[config.mk]
export PLATFORM = sky130hd
export DESIGN_NAME = lfsr_gen_flat
export DESIGN_NICKNAME = d
export VERILOG_FILES = /design/src/rtl/lfsr_if.sv /design/src/rtl/lfsr_gen.sv /design/src/flat_wrapper.sv
export SDC_FILE = /design/constraint.sdc
export NUM_CORES = 1
export LEC_CHECK = 0
export BUFFER_PORTS_ARGS = -buffer_cell sky130_fd_sc_hd__buf_4
export CAP_MARGIN = 20
export CORE_MARGIN = 1.5
export CORE_UTILIZATION = 50
export DETAILED_ROUTE_END_ITERATION = 8
export PLACE_DENSITY = 0.78
export SYNTH_ARGS = -nofsm -noshare
export SYNTH_HDL_FRONTEND = slang
export SYNTH_SLANG_ARGS = --single-unit
[constraint.sdc]
create_clock -name clk -period 9.4 [get_ports clk]
set_input_delay 1.88 -clock clk [delete_from_list [all_inputs] [get_ports clk]]
set_output_delay 1.88 -clock clk [all_outputs]
set_load 0.01 [all_outputs]
[src/rtl/lfsr_if.sv]
// lfsr_if: LFSR control/status bundle; master drives load/din/en/mode, slave returns q/serial_out/lockup/wrap/count/period
interface lfsr_if #(parameter int WIDTH = 26);
  logic load;
  logic en;
  logic mode;
  logic [WIDTH-1:0] din;
  logic [WIDTH-1:0] q;
  logic [WIDTH-1:0] count;
  logic [WIDTH-1:0] period;
  logic serial_out;
  logic lockup;
  logic wrap;
  modport master(output load, en, mode, din, input q, count, period, serial_out, lockup, wrap);
  modport slave(input load, en, mode, din, output q, count, period, serial_out, lockup, wrap);
endinterface

[src/rtl/lfsr_gen.sv]
// lfsr_gen: Fibonacci/Galois LFSR with load, lockup detect and period monitor; ports clk, rst (async high), lfsr_if.slave b; LFSR_LOCKUP_RECOVER_EN reseeds from all-zero on step
module lfsr_gen #(
  parameter int WIDTH = 26,
  parameter logic [WIDTH-1:0] TAPS = 26'h2000023,
  parameter logic [WIDTH-1:0] SEED = {{(WIDTH-1){1'b0}}, 1'b1}
) (
  input logic clk,
  input logic rst,
  lfsr_if.slave b
);
  logic [WIDTH-1:0] q, r, cnt, per, nq, fib, gal, inc;
  logic w, hit, zero;
  assign fib = {q[WIDTH-2:0], ^(q & TAPS)};
  assign gal = {q[WIDTH-2:0], q[WIDTH-1]} ^ ({WIDTH{q[WIDTH-1]}} & {TAPS[WIDTH-2:0], 1'b0});
  assign nq = b.mode ? gal : fib;
  assign hit = nq == r;
  assign zero = q == '0;
  assign inc = cnt + WIDTH'(1);
  always_ff @(posedge clk or posedge rst)
    if (rst) begin
      q <= SEED;
      r <= SEED;
      cnt <= '0;
      per <= '0;
      w <= 1'b0;
    end else if (b.load) begin
      q <= b.din;
      r <= b.din;
      cnt <= '0;
      w <= 1'b0;
    end else if (b.en && !zero) begin
      q <= nq;
      w <= hit;
      cnt <= hit ? '0 : inc;
      if (hit) per <= inc;
    end
`ifdef LFSR_LOCKUP_RECOVER_EN
    else if (b.en) begin
      q <= SEED;
      r <= SEED;
      cnt <= '0;
      w <= 1'b0;
    end
`endif
    else w <= 1'b0;
  assign b.q = q;
  assign b.serial_out = q[WIDTH-1];
  assign b.lockup = zero;
  assign b.wrap = w;
  assign b.count = cnt;
  assign b.period = per;
endmodule
[src/flat_wrapper.sv]
// flat-port wrapper written by rule: the top's interface ports become plain ports
module lfsr_gen_flat 
#(
  parameter int WIDTH = 26,
  parameter logic [WIDTH-1:0] TAPS = 26'h2000023,
  parameter logic [WIDTH-1:0] SEED = {{(WIDTH-1){1'b0}}, 1'b1}
)
  (clk, rst, b_load, b_en, b_mode, b_din, b_q, b_count, b_period, b_serial_out, b_lockup, b_wrap);
  lfsr_if #(.WIDTH(WIDTH)) b_i ();
  input logic clk;
  input logic rst;
  input wire logic [$bits(b_i.load)-1:0] b_load;
  input wire logic [$bits(b_i.en)-1:0] b_en;
  input wire logic [$bits(b_i.mode)-1:0] b_mode;
  input wire logic [$bits(b_i.din)-1:0] b_din;
  output wire logic [$bits(b_i.q)-1:0] b_q;
  output wire logic [$bits(b_i.count)-1:0] b_count;
  output wire logic [$bits(b_i.period)-1:0] b_period;
  output wire logic [$bits(b_i.serial_out)-1:0] b_serial_out;
  output wire logic [$bits(b_i.lockup)-1:0] b_lockup;
  output wire logic [$bits(b_i.wrap)-1:0] b_wrap;
  assign b_i.load = b_load;
  assign b_i.en = b_en;
  assign b_i.mode = b_mode;
  assign b_i.din = b_din;
  assign b_q = b_i.q;
  assign b_count = b_i.count;
  assign b_period = b_i.period;
  assign b_serial_out = b_i.serial_out;
  assign b_lockup = b_i.lockup;
  assign b_wrap = b_i.wrap;
  lfsr_gen #(.WIDTH(WIDTH), .TAPS(TAPS), .SEED(SEED)) u_core (.clk(clk), .rst(rst), .b(b_i));
endmodule
==> results of run 1 <==
==> routing by layer <==
metal | global-route usage | up-vias | wire length, um
met4 | 0.0820 | 0 | 176
met2 | 0.365 | 156 | 5810
met5 | 0 | - | 0
met1 | 0.329 | 2067 | 5500
li1 | - | 2006 | -
met3 | 0.0390 | 15 | 745
==> layout make-up <==
type,count,area (sq um),area share
clock inverter,6,67.6,0.0106
tap,136,170,0.0268
multi-input combinational,363,2370,0.374
timing repair buffer,115,863,0.136
inverter,31,119,0.0187
sequential,105,2630,0.414
clock buffer,10,128,0.0201
==> through the flow <==
stage               area, sq um  instances  utilization  power, uW  worst slack [ps]
finish                     6350        766        0.618        920              4880
global route               6350        766        0.618        962              4690
CTS                        6340        765        0.617        924              4890
detailed placement         6150        749        0.598        643              4520
global placement           6150        749        0.598        639              4660
floorplan                  5270        533            -        588              4760
==> cell usage after synthesis, types with 3 or more instances <==
cell type / n
dfrtp_1: 103
nand2_1: 64
o21ai_0: 62
xnor2_1: 39
inv_1: 31
nand3_1: 28
mux2i_1: 24
a21oi_1: 23
mux2_1: 18
clkbuf_1: 17
nor3_1: 14
xor2_1: 13
nor2_1: 10
buf_2: 9
nor4_1: 9
a31oi_1: 7
mux2_2: 7
nand4_1: 7
and2_1: 6
and4_1: 6
and3_1: 4
nor2b_1: 3
==> path summary, 6_finish.rpt <==
kind,endpoint,start,cells after the start,slack (ps)
worst min register to register,u_core.b.period[7],u_core.b.period[7],1,500
worst max register to register,u_core.b.period[15],u_core.b.q[0],9,5700
max in group asynchronous,u_core.b.q[16],rst,3,6640
worst max-delay path,u_core.b.period[15],b_mode,8,4880
min in group asynchronous,u_core.b.period[12],rst,2,1550
worst min-delay path,u_core.b.period[7],u_core.b.period[7],1,500
==> cell families after synthesis <==
family                     Yosys count  share of synthesized area
adders and majority gates            2                    0.00475
xor gates and xnor gates            53                     0.0907
AOI/OAI and AO/OA                   95                     0.0935
muxes                               49                     0.0990
and+or+nand+nor                    164                      0.160
buffers and inverters               65                     0.0532
DFF                                105                      0.499
==> power by group <==
part           total (uW)  internal (uW)  switching [uW]
clock                 285            125             160
combinational         129           61.0            68.4
sequential            505            475            30.7
total                 920            661             259
==> state kept, by name (all words and copies together) (netlist names) <==
| name | flops |
|---|---|
| u_core.b.period | 26 |
| u_core.r | 26 |
| u_core.b.wrap | 1 |
| u_core.b.count | 26 |
| u_core.b.q | 26 |
==> cell usage in the layout, fill, tap and decap left out, types with 2 or more instances in the layout <==
| cell | instances |
|---|---|
| a21oi_1 | 23 |
| a31oi_1 | 7 |
| and2_1 | 6 |
| and3_1 | 4 |
| and4_1 | 6 |
| buf_4 | 115 |
| clkbuf_8 | 9 |
| clkinv_2 | 2 |
| dfrtp_1 | 103 |
| dfstp_2 | 2 |
| ha_1 | 2 |
| inv_1 | 30 |
| mux2_1 | 18 |
| mux2_2 | 7 |
| mux2i_1 | 24 |
| nand2_1 | 64 |
| nand3_1 | 28 |
| nand3b_1 | 2 |
| nand4_1 | 7 |
| nand4b_1 | 2 |
| nor2_1 | 10 |
| nor2b_1 | 3 |
| nor3_1 | 14 |
| nor4_1 | 9 |
| o21ai_0 | 61 |
| or2_2 | 2 |
| xnor2_1 | 39 |
| xor2_1 | 13 |
==> worst max-delay path, delay by kind of cell <==
kind / cells / cell delay (ps)
simple gates: 4 / 1870
compound gates: 1 / 160
mux: 1 / 360
buf+inv: 2 / 490
==> summary.md, run 1 <==
| Metric | Value |
|---|---|
| CTS resizes | 0 |
| Yosys cell types | 42 |
| Post-detailed-route wirelength per cell | 16.0 um |
| CP arrival | about 4800 ps |
| Vias in the first global route | approximately 4000 |
| Final min period | 4520 ps |
| Grt ovf | 0 |
| Nets@finish | 658 |
| Max Root-Sink Buffers | 2 |
| Crit path cell chain | buf_4 -> nand2_4 -> o2111ai_1 -> nor4_2 -> nand4b_2 -> nor3_4 -> buf_4 -> mux2_1 |
| Drt total wl | ~12000 um |
| Inserted Diodes | 0 |
| Setup crit start kind | input pin |
| Setup violations, final | 0 |
| Clk Latency, worst-skew pair | 370 ps |
| Fin. max-slew vios | 0 |
| Ratio of final minimum period to clock period | 0.481 |
| Ports | 112 |
| Initial cell density of the core | 0.513 |
| Type of the tightest min-delay check | flip-flop to flip-flop |
| Port Buffers | 111 |
| # DRC | 0 |
| Total Negative Setup Slacks | 0 ps |
| Inserted Clock Buffers | 9 |
| GPL Wtd Cong | 0.839 |
| Maximum fanout along the worst path | 33 |
| Yosys top cell area share | 0.489 |
| Clock sink count | 105 |
| Crit. End Element | flip-flop |
| Status | complete, no violations |
| Power Density | 145 nW/um^2 |
| CP max stage cell | nand4b_2 |
| Syn Nets | 566 |
| # rows | 37 |
| Largest net degree at the start of global routing | 107 |
| Final Hold Viols | 0 |
| Die Wd | 106 um |
| Slew @ Worst Pin | 949 ps |
| VDD IR max | 0.109 mV |
| Core Box Area | 10300 sq um |
| Top cells by area in the synthesized netlist | dfrtp_1 49%, xnor2_1 6.5%, o21ai_0 5.9%, mux2i_1 4.6%, nand2_1 4.6% |
| TritonCTS clock tree | done |
| Number of synthesized flops with an enable pin | 0 |
| Max-Cap Viols | 0 |
| Die ar. | 11200 sq um |
| Clock Root Buffer | clkbuf_8 |
| Mapped cell area | ~5300 sq um |
| Filler cell count | 849 |
| Clk slew on worst S/H paths | about 110 ps |
| Critical Path Most Common Cell | buf_4 |
| H-tree depth | 3 |
| Die Ht | 106 um |
| Area growth syn-to-layout | 20.5% |
| Post-synth top area cell | dfrtp_1 |
| Sequential area share after synthesis | 0.499 |
| First-pass GRT wire length | ~21000 um |
| Crit-path max cell delay | between 700 and 800 ps |
| Via count of the routed design | 4244 |
| Maximum clock rate | 221 MHz |
| Ys async rst share | 1.00 |
| 1st-pass router iterations | 5 |
| Crit Path Category | input pin to flip-flop |
| Layout cells sized above 1 | 0.233 |
| Worst Clk Skew | approximately 14 ps |
| Gr usage total | 0.233 |
| Avg Cell Area, Syn | 9.89 sq um |
| WHS | 499 ps |
| RSZ-0062 raised after global routing | false |
| Synth Register Bits | 105 |
| Synth warn | 0 |
| Worst EP required | 9660 ps |
| Initial antenna violation count | 0 |
| Hold-fix buffer count after cts | 0 |
| Top_reg_cell synth | dfrtp_1 |
| Setup Buffers After CTS | 0 |
| DP HPWL | 8450 um |
| Slew Limit Headroom | 0.367 |
| Synth Instances | 533 |
| Initial DRC count | roughly 220 |
| Vias per inst | 5.54 |
| Antenna-violating nets left | 0 |
| Leakage | 0.00303 uW |
Power figures use the tool's default switching activity.
==> run 2, diff against run 1 <==
--- a/config.mk
+++ b/config.mk
@@ -10,7 +10,7 @@
 export CORE_MARGIN = 1.5
 export CORE_UTILIZATION = 50
 export DETAILED_ROUTE_END_ITERATION = 8
-export PLACE_DENSITY = 0.78
+export PLACE_DENSITY = 0.81
 export SYNTH_ARGS = -nofsm -noshare
 export SYNTH_HDL_FRONTEND = slang
 export SYNTH_SLANG_ARGS = --single-unit
==> constraint.sdc (replaced) <==
create_clock -name clk -period 3.65 [get_ports clk]
set_input_delay 0.73 -clock clk [delete_from_list [all_inputs] [get_ports clk]]
set_output_delay 0.73 -clock clk [all_outputs]
set_load 0.01 [all_outputs]
==> summary.md, run 2 (synthesis gave the netlist of run 1 again) <==
| Metric | Value |
|---|---|
| Largest net degree at the start of global routing | 56 (was 107) |
| Maximum clock rate | between 300 and 400 MHz |
| Initial DRC count | 301 (was 216) |
| Most frequent cells in the layout | 118 x buf_4, 103 x dfrtp_1, 64 x nand2_1 (was 115 x buf_4, 103 x dfrtp_1, 64 x nand2_1) |
| Die Ht | 106 um (unchanged) |
| H-tree depth | 3 (unchanged) |
| Slew @ Worst Pin | 783 ps (was 949 ps) |
| Internal power | 1700 uW (was 661 uW) |
| Status | complete, no violations (unchanged) |
| Layout cells sized above 1 | 0.237 (was 0.233) |
| Worst EP required | 2920 ps (was 9660 ps) |
| VDD IR max | 0.211 mV (was 0.109 mV) |
| Ratio of final minimum period to clock period | 0.719 |
| Ports | 112 (unchanged) |
| Antenna-violating nets left | 0 (unchanged) |
| Max-Cap Viols | 0 (unchanged) |
| GPL Wtd Cong | 0.807 (was 0.839) |
| Inserted Diodes | 0 (unchanged) |
| Power Density | 371 nW/um^2 (was 145 nW/um^2) |
| Clock sink count | 105 (unchanged) |
| Port Buffers | 111 (unchanged) |
| Initial antenna violation count | 0 (unchanged) |
| Core Box Area | 10300 sq um (unchanged) |
| Final min period | 2620 ps |
| PnR worst setup slack | 1030 ps (was 4880 ps) |
| Commonest non-fill, non-tap cell in the layout | buf_4 (unchanged) |
| WHS | 438 ps (was 499 ps) |
| First-pass GRT wire length | 20200 um (was 20700 um) |
| Reg-to-reg endpoint | u_core.b.period[17] (was u_core.b.period[15]) |
| Hold-fix buffer count after cts | 0 (unchanged) |
| Reg2Reg Setup Slack | 1030 ps (was 5700 ps) |
| Gr usage total | 0.227 (was 0.233) |
| Fin. max-slew vios | 0 (unchanged) |
| Nets@finish | 662 (was 658) |
| Drt total wl | 12500 um (was 12200 um) |
| Post-Place Setup Slack | 973 ps (was 4520 ps) |
| Worst reg2reg startpoint | u_core.b.q[0] (unchanged) |
| Final Hold Viols | 0 (unchanged) |
| Grt ovf | 0 (unchanged) |
| Initial cell density of the core | 0.513 (unchanged) |
| Inserted Clock Buffers | 9 (unchanged) |
| Crit Path Category | flip-flop to primary output (was input pin to flip-flop) |
| # rows | 37 (unchanged) |
| TritonCTS clock tree | done (unchanged) |
| Slew Limit Headroom | 0.474 (was 0.367) |
| RSZ-0062 raised after global routing | false (unchanged) |
| FF-to-FF path depth | 9 (unchanged) |
| NetSw | 664 uW (was 259 uW) |
| Worst Clk Skew | 19.2 ps (was 14.3 ps) |
| Clock Root Buffer | clkbuf_8 (unchanged) |
| Via count of the routed design | 4310 (was 4244) |
| Clk Latency, worst-skew pair | 380 ps (was 370 ps) |
| Clk pwr share | 0.309 (was 0.310) |
| Area growth syn-to-layout | 21.2% (was 20.5%) |
| Die Wd | 106 um (unchanged) |
| Max Root-Sink Buffers | 2 (unchanged) |
| Storage cell area | 2630 sq um (unchanged) |
| Vias in the first global route | 4055 (was 4122) |
| Sw Ratio | 0.281 (was 0.282) |
| Filler cell count | 857 (was 849) |
| Crit. End Element | primary output (was flip-flop) |
| Multi-input logic area | 2370 sq um (unchanged) |
| Vias per inst | 5.60 (was 5.54) |
| Maximum fanout along the worst path | 5 (was 33) |
| 1st-pass router iterations | 5 (unchanged) |
| Part of the power in registers | 0.550 (was 0.549) |
| Die ar. | 11200 sq um (unchanged) |
| Type of the tightest min-delay check | input pin to async pin (was flip-flop to flip-flop) |
| Tot Pwr | 2370 uW (was 920 uW) |
| # DRC | 0 (unchanged) |
| Leakage | 0.00304 uW (was 0.00303 uW) |
| Gate power share | 0.142 (was 0.141) |
| Total Negative Setup Slacks | 0 ps (unchanged) |
| Post-detailed-route wirelength per cell | 16.2 um (was 16.0 um) |
| CTS resizes | 0 (unchanged) |
| Clk slew on worst S/H paths | 110 ps (about the same) |
| Setup crit start kind | flip-flop (was input pin) |
| CP arrival | 1890 ps (was 4780 ps) |
| Setup violations, final | 0 (unchanged) |
| DP HPWL | 8880 um (was 8450 um) |
| Setup Buffers After CTS | 0 (unchanged) |
## run 2: changes by cell type in the layout (fill, tap and decap cells not counted), sizes merged
cell / delta
clkinv: -3
inv: +1
clkinvlp: +1
buf: +4
## run 2: layout make-up
type / instances / share of cell area
well taps: 136 / 0.0266
repair buffers: 119 / 0.142
clock inverters: 5 / 0.0102
inverters: 31 / 0.0186
multi-input cells: 363 / 0.371
flip-flops and latches: 105 / 0.412
clock buffers: 10 / 0.0200
## run 2: power groups by stage
stage / sequential (uW) / combinational (uW) / clock [uW]
floorplan: 1310 / 201 / 0
detailed placement: 1320 / 337 / 0
finish: 1300 / 336 / 731
CTS: 1300 / 339 / 746
global placement: 1320 / 330 / 0
global route: 1310 / 372 / 796
## run 2: worst max-delay path by stage
stage	start	endpoint	slack, ps	depth (start not counted)
final	u_core.b.q[22]	b_lockup	1030	4
after global routing	u_core.b.q[0]	u_core.b.period[17]	890	9
after CTS	u_core.b.q[0]	u_core.b.count[9]	1010	8
after detailed placement	b_mode	u_core.b.period[22]	970	8
after global placement	b_mode	u_core.b.period[21]	1120	8
after floorplan	rst	u_core.b.count[0]	160	1
## run 2: per-layer routing
layer / up-vias / track usage / wire length (um)
met1: 2134 / 0.300 / 5400
met4: 0 / 0.0734 / 149
met5: - / 0 / 0
met3: 13 / 0.0507 / 720
met2: 149 / 0.373 / 6210
li1: 2014 / - / -
## run 2: worst max-delay path, stage by stage (launching register included)
cell	delay, ps
dfrtp_1	460
nor4_1	470
nand4_1	250
nor2_1	200
buf_4	150
## run 2: stage by stage
| step | util | cell area [sq um] | instances |
|---|---|---|---|
| detailed placement | 0.602 | 6190 | 753 |
| global route | 0.622 | 6390 | 769 |
| finish | 0.622 | 6390 | 769 |
| floorplan | - | 5270 | 533 |
| CTS | 0.621 | 6380 | 768 |
| global placement | 0.602 | 6190 | 753 |
